**src/rtl/dtack_ctrl_pkg.sv**
```systemverilog
// Shared types for the 68k Dtack wait-state controller:
// FSM state enum, per-slot config record, timeout width helper.
package dtack_ctrl_pkg;

  localparam int WAIT_W = 5;

  typedef enum logic [2:0] {
    IDLE,
    COUNT,
    WAIT_EXT,
    ASSERT,
    BERR,
    WAIT_AS_HIGH
  } state_e;

  typedef struct packed {
    logic [WAIT_W-1:0] waits;
    logic              ext_dtack;
  } slot_cfg_t;

  // Watchdog counter width for a given timeout: $clog2(cycles+1).
  function automatic int timeout_width(input int cycles);
    return $clog2(cycles + 1);
  endfunction

endpackage

```
**src/rtl/dtack_slot_config_regs.sv**
```systemverilog
// Per-slot wait/ext-dtack table: one write port, one async read port.
// Ports: clk, rst_h, wr_en/wr_slot/wr_cfg, rd_slot -> rd_cfg.
module dtack_slot_config_regs
  import dtack_ctrl_pkg::*;
#(
  parameter int NUM_SLOTS     = 4,
  parameter int IW            = 2,
  parameter int DEFAULT_WAITS = 2
) (
  input  logic          clk,
  input  logic          rst_h,
  input  logic          wr_en,
  input  logic [IW-1:0] wr_slot,
  input  slot_cfg_t     wr_cfg,
  input  logic [IW-1:0] rd_slot,
  output slot_cfg_t     rd_cfg
);

  slot_cfg_t cfg_q [NUM_SLOTS];
  slot_cfg_t cfg_d [NUM_SLOTS];

  always_comb begin
    cfg_d = cfg_q;
    if (wr_en && (int'(wr_slot) < NUM_SLOTS)) begin
      cfg_d[wr_slot] = wr_cfg;
    end
  end

  always_ff @(posedge clk) begin
    if (rst_h) begin
      for (int i = 0; i < NUM_SLOTS; i++) begin
        cfg_q[i] <= '{waits: WAIT_W'(DEFAULT_WAITS),
                      ext_dtack: 1'b0};
      end
    end else begin
      cfg_q <= cfg_d;
    end
  end

  assign rd_cfg = (int'(rd_slot) < NUM_SLOTS)
                ? cfg_q[rd_slot] : '0;

endmodule

```
**src/rtl/dtack_wait_state_controller.sv**
```systemverilog
// Registered Dtack/BERR sequencer with per-slot wait states,
// optional device Dtack and a watchdog. Ports: Clock, Reset_H,
// AS_L, Select_H, DevDtack_L, Cfg* write port, ClearTimeout_H
// -> DtackOut_L, BusError_L, TimeoutSticky_H.
module dtack_wait_state_controller
  import dtack_ctrl_pkg::*;
#(
  parameter  int NUM_SLOTS      = 4,
  parameter  int WAIT_WIDTH     = 5,
  parameter  int DEFAULT_WAITS  = 2,
  parameter  int TIMEOUT_CYCLES = 255,
  localparam int IW = (NUM_SLOTS > 1) ? $clog2(NUM_SLOTS) : 1
) (
  input  logic                  Clock,
  input  logic                  Reset_H,
  input  logic                  AS_L,
  input  logic [NUM_SLOTS-1:0]  Select_H,
  input  logic [NUM_SLOTS-1:0]  DevDtack_L,
  input  logic                  CfgWrite_H,
  input  logic [IW-1:0]         CfgSlot,
  input  logic [WAIT_WIDTH-1:0] CfgWaits,
  input  logic                  CfgExtDtack_H,
  input  logic                  ClearTimeout_H,
  output logic                  DtackOut_L,
  output logic                  BusError_L,
  output logic                  TimeoutSticky_H
);

  localparam int TW = timeout_width(TIMEOUT_CYCLES);
  localparam logic [TW-1:0] TO_LAST = TW'(TIMEOUT_CYCLES - 1);

  state_e                state_q, state_d;
  logic [IW-1:0]         idx_q, idx_d;
  logic [WAIT_WIDTH-1:0] cnt_q, cnt_d;
  logic                  ext_q, ext_d;
  logic [TW-1:0]         wd_q, wd_d;
  logic                  as_high_q, as_high_d;
  logic                  dtack_q, dtack_d;
  logic                  berr_q, berr_d;
  logic                  sticky_q, sticky_d;
  logic                  timeout;
  logic [IW-1:0]         lowest;
  logic                  any_sel;
  logic [IW-1:0]         rd_idx;
  slot_cfg_t             rd_cfg;
  slot_cfg_t             wr_cfg;

  assign wr_cfg = '{waits: WAIT_W'(CfgWaits),
                    ext_dtack: CfgExtDtack_H};
  assign rd_idx = (state_q == IDLE) ? lowest : idx_q;

  dtack_slot_config_regs #(
    .NUM_SLOTS    (NUM_SLOTS),
    .IW           (IW),
    .DEFAULT_WAITS(DEFAULT_WAITS)
  ) u_cfg (
    .clk    (Clock),
    .rst_h  (Reset_H),
    .wr_en  (CfgWrite_H),
    .wr_slot(CfgSlot),
    .wr_cfg (wr_cfg),
    .rd_slot(rd_idx),
    .rd_cfg (rd_cfg)
  );

  // Lowest-index select wins.
  always_comb begin
    lowest  = '0;
    any_sel = 1'b0;
    for (int i = NUM_SLOTS - 1; i >= 0; i--) begin
      if (Select_H[i]) begin
        lowest  = IW'(i);
        any_sel = 1'b1;
      end
    end
  end

  always_comb begin
    state_d   = state_q;
    idx_d     = idx_q;
    cnt_d     = cnt_q;
    ext_d     = ext_q;
    wd_d      = wd_q;
    as_high_d = AS_L;
    timeout   = 1'b0;
    unique case (state_q)
      IDLE: begin
        if (!AS_L) begin
          // A fresh cycle needs AS_L seen high first.
          if (!as_high_q) begin
            state_d = WAIT_AS_HIGH;
          end else if (!any_sel) begin
            state_d = ASSERT;
          end else begin
            idx_d = lowest;
            cnt_d = WAIT_WIDTH'(rd_cfg.waits);
            ext_d = rd_cfg.ext_dtack;
            wd_d  = TW'(1);
            if (rd_cfg.waits == '0) begin
              state_d = rd_cfg.ext_dtack ? WAIT_EXT : ASSERT;
            end else begin
              state_d = COUNT;
            end
          end
        end
      end
      COUNT: begin
        wd_d = wd_q + TW'(1);
        if (AS_L) begin
          state_d = IDLE;
        end else if (cnt_q == WAIT_WIDTH'(1) && !ext_q) begin
          state_d = ASSERT;
        end else if (wd_q == TO_LAST) begin
          timeout = 1'b1;
        end else if (cnt_q == WAIT_WIDTH'(1)) begin
          state_d = WAIT_EXT;
        end else begin
          cnt_d = cnt_q - WAIT_WIDTH'(1);
        end
      end
      WAIT_EXT: begin
        wd_d = wd_q + TW'(1);
        if (AS_L) begin
          state_d = IDLE;
        end else if (!DevDtack_L[idx_q]) begin
          state_d = ASSERT;
        end else if (wd_q == TO_LAST) begin
          timeout = 1'b1;
        end
      end
      ASSERT, BERR, WAIT_AS_HIGH: begin
        if (AS_L) begin
          state_d = IDLE;
        end
      end
      default: state_d = IDLE;
    endcase
    if (timeout) begin
      state_d = BERR;
    end
    // A timeout on the same clock as a clear keeps the flag set.
    sticky_d = timeout | (sticky_q & ~ClearTimeout_H);
    dtack_d  = (state_d != ASSERT);
    berr_d   = (state_d != BERR);
  end

  always_ff @(posedge Clock) begin
    if (Reset_H) begin
      state_q   <= IDLE;
      idx_q     <= '0;
      cnt_q     <= '0;
      ext_q     <= 1'b0;
      wd_q      <= '0;
      as_high_q <= 1'b0;
      dtack_q   <= 1'b1;
      berr_q    <= 1'b1;
      sticky_q  <= 1'b0;
    end else begin
      state_q   <= state_d;
      idx_q     <= idx_d;
      cnt_q     <= cnt_d;
      ext_q     <= ext_d;
      wd_q      <= wd_d;
      as_high_q <= as_high_d;
      dtack_q   <= dtack_d;
      berr_q    <= berr_d;
      sticky_q  <= sticky_d;
    end
  end

  assign DtackOut_L      = dtack_q;
  assign BusError_L      = berr_q;
  assign TimeoutSticky_H = sticky_q;

endmodule
```
**config.mk**
```make
export PLATFORM = sky130hd
export DESIGN_NAME = dtack_wait_state_controller
export DESIGN_NICKNAME = d
export VERILOG_FILES = /design/src/rtl/dtack_ctrl_pkg.sv /design/src/rtl/dtack_slot_config_regs.sv /design/src/rtl/dtack_wait_state_controller.sv
export SDC_FILE = /design/constraint.sdc
export NUM_CORES = 1
export LEC_CHECK = 0
export ABC_CLOCK_PERIOD_IN_PS = 2730
export CORE_AREA = 4 4 80 82
export DETAILED_ROUTE_END_ITERATION = 7
export DIE_AREA = 0 0 84 86
export PLACE_DENSITY = 0.68
export SYNTH_ARGS = -nofsm -noshare
export SYNTH_HDL_FRONTEND = slang
export SYNTH_SLANG_ARGS = --single-unit
```
**constraint.sdc**
```tcl
create_clock -name Clock -period 2.73 [get_ports Clock]
set_input_delay 0.546 -clock Clock [delete_from_list [all_inputs] [get_ports Clock]]
set_output_delay 0.546 -clock Clock [all_outputs]
set_load 0.05 [all_outputs]
```
==> qor.txt <==
Syn-to-layout area delta: 16.9%
Setup WS post-layout: 0.349 ns
Placed cells: 373
Initial DRC count: 116
Fmax achieved: 0.420 GHz
Post-DRT Antenna Nets: 0
Final Hold Vio Count: 0
Final #Nets: 330
Pwr/cell area: 489 nW/um2
Clk slew on worst S/H paths: 0.09 ns
Port-buffer cells: 23
Top Layer Used: met4
Min Tclk post-route: 2.38 ns
Maximum vdd drop: 0.388 mV
Max-slew violation count: 0
WL final: 5.37 mm
CP startpoint kind: input port
Worst endpoint required time: 2.93 ns
Total number of vias: 2067
Total Routing Usage GR: 16.1%
Ys flop type: dfxtp_1
Initial antenna violation count: 0
Worst path arrival time: 2.58 ns
Hold worst-path end: ext_q$_SDFFE_PP0P_
Largest net degree at the start of global routing: 32
Boundary Pins: 24
Relative slew slack: 58.5%
RSZ-0062 raised after global routing: no
CP Capture Type: register
Post-DP HPWL: 4.00 mm
Worst reg2reg path startpoint: state_q[1]$_SDFF_PP0_
Cell Count, Final, Fillers Out: 381
Setup Crit Path Kind: in2reg
Met2 Wirelength: 2.43 mm
# hold bufs at CTS: 0
Design Power: 0.00141 W
Core ar.: 5750 um2
Status: finished clean
Syn Nets: 305
Crit Path Max Fanout: 10
Share of cells above drive strength 1: 8.17%
Die Y: 86 um
Pleak: 1.15 nW
Final hold slack: 0.481 ns
H-tree depth: 2
Final period util: 87.2%
Worst r2r path cells: 6
Setup Viol. Count Final: 0
HP Class: reg2reg
DRC: 0
Overflow after GRT: 0
Worst-case clock buffer depth: 2
Clk Latency, worst-skew pair: 0.30 ns
Routability Congestion: 0.820
Mapped Avg Cell Area: 8.83 um2
Final setup TNS: 0 ns
# diodes: 0
Seq/Total Area, Yosys: 38.1%
R2R setup slack: 0.57 ns
Synth Warn #: 0
Global-route wire length before repair: 9.52 mm
Min-delay src: ext_q$_SDFFE_PP0P_
Cts bufs inserted: 5
Reg-to-Reg End: DtackOut_L$_SDFF_PP1_
Post-synthesis cell count: 280
Max-cap violations: 0
Hold Path Stages: 2
Final setup skew: 0.00498 ns
Die area: 7220 um2
Die Span X: 84 um
Rows: 28
Detail Route met3 WL: 173 um
Synth unique cells: 54
Postcts setup bufs: 0
Synthesis-stage register bit count: 47
Place WS: 0.0361 ns
CTS tree: built
Vias in the first global route: 2053
Clk Tree Root Cell: clkbuf_8
CTS sink count: 47
Async SR Flop Fraction: 0%
Synth Cell Area: 2470 um2
Vias per cell: 5.43
Number of synthesized flops with an enable pin: 0
Pre-Repair DR Iteration Count: 4
Slew at the pin with the worst max-slew slack: 0.619 ns
Post-CTS Resized: 0
WL per Instance: 14.1 um
M1 WL: 2.69 mm
Starting Density: 43.0%
-- layer usage --
metal,vias to the layer above,global-route usage [%]
met5,-,0
met4,0,5.99
met3,5,3.55
met2,29,25.7
met1,958,21.3
li1,1075,-
-- worst max-delay path, stage by stage --
cell and delay [ns]:
clkdlybuf4s50_1 0.46, or2_2 0.36, a31oi_4 0.36, mux2i_1 0.22, or3_1 0.13, a32oi_1 0.12, a2111o_1 0.37
-- cells in the final DEF, fill, tap and decap left out, drive strengths merged, types with 2 or more instances in the layout --
cell type      netlist  final
a31oi                2      2
o31a                 2      2
a211o                6      6
nand2b               6      6
mux2i               30     30
nor4                 2      2
nor3                10     10
nor2                51     51
or4                  2      2
or2                  3      3
nand2               10     10
or3                  2      2
mux2                 2      2
o21ai                6      6
mux4                 2      2
nor2b                4      4
inv                  9     12
ha                   4      4
buf                  4      6
clkbuf               7      5
nor3b                3      3
xor2                 6      6
nand4                3      3
nand3b               3      3
and3                 2      2
a21oi               14     14
a211oi               4      4
a32oi                3      3
clkdlybuf4s50        0     23
dfxtp               47     47
nand3               11     11
o41ai                2      2
-- cell families (layout without fill, tap and decap cells) --
logic type	count (synthesis)	count (layout)	share of synthesized area, %
muxes	34	34	14.9
and+or+nand+nor	117	117	23.6
DFF	47	47	38.1
adders and majority gates	4	4	2.02
xor gates and xnor gates	7	7	2.48
AOI/OAI and AO/OA	51	51	15.6
buffers and inverters	20	46	3.29
-- power by group --
group          total [W]  internal (W)  switching [W]  leakage [nW]
Clock           0.000446      0.000190       0.000255        0.0495
Combinational   0.000227      0.000107       0.000120         0.721
Sequential      0.000740      0.000710      0.0000299         0.382
-- worst max-delay path by stage --
stage | startpoint | endpoint | slack [ns] | depth (start not counted)
finish | Select_H[2] | DtackOut_L$_SDFF_PP1_ | 0.35 | 7
detailed placement | Select_H[2] | DtackOut_L$_SDFF_PP1_ | 0.04 | 7
floorplan | Select_H[2] | cnt_q[0]$_SDFFE_PP0P_ | 0.62 | 6
global placement | Select_H[2] | cnt_q[0]$_SDFFE_PP0P_ | 0.08 | 7
CTS | Select_H[2] | DtackOut_L$_SDFF_PP1_ | 0.37 | 7
global route | Select_H[2] | DtackOut_L$_SDFF_PP1_ | 0.22 | 7
-- state kept, by name, indices dropped and copies added, names as in the netlist --
name             cells
DtackOut_L           1
idx_q                2
u_cfg.cfg_q         24
ext_q                1
wd_q                 8
as_high_q            1
TimeoutSticky_H      1
cnt_q                5
BusError_L           1
state_q              3
-- per-stage QoR --
step,area (um2),util (%)
after floorplan,2470,-
after global placement,2790,48.6
after detailed placement,2790,48.6
after CTS,2890,50.3
after global routing,2890,50.3
final,2890,50.3
-- final cells by class --
cell class | instances | area [um2]
Clock buffer | 5 | 68.8
Clock inverter | 3 | 26.3
Fill cell | 602 | 2860
Multi-Input combinational cell | 213 | 1450
Tap cell | 75 | 93.8
Inverter | 9 | 33.8
Timing Repair Buffer | 29 | 275
Sequential cell | 47 | 941
-- synth_stat cells (2+ instances only) --
cell type / number / area share [%]
nand3_1: 11 / 2.2
a211o_1: 6 / 2.1
nor2b_1: 4 / 1.0
nor3b_1: 2 / 0.61
nor2_1: 51 / 7.7
ha_1: 4 / 2.0
mux2_2: 2 / 0.91
mux2i_1: 30 / 12
nand2b_1: 6 / 1.5
nand4_1: 3 / 0.76
or3_1: 2 / 0.51
a21oi_1: 14 / 2.8
or4_1: 2 / 0.61
nor4_1: 2 / 0.51
mux4_2: 2 / 1.8
or2_2: 3 / 0.76
o41ai_1: 2 / 0.71
xor2_1: 6 / 2.1
nor3_1: 9 / 1.8
a211oi_1: 4 / 1.2
clkbuf_1: 7 / 1.1
buf_2: 2 / 0.40
dfxtp_1: 47 / 38
a32oi_1: 3 / 1.1
inv_1: 9 / 1.4
o31a_1: 2 / 0.71
nand2_1: 10 / 1.5
o21ai_0: 6 / 1.2
and3_1: 2 / 0.51
nand3b_1: 3 / 0.91
No activity file was read; power rests on OpenSTA's default activity.
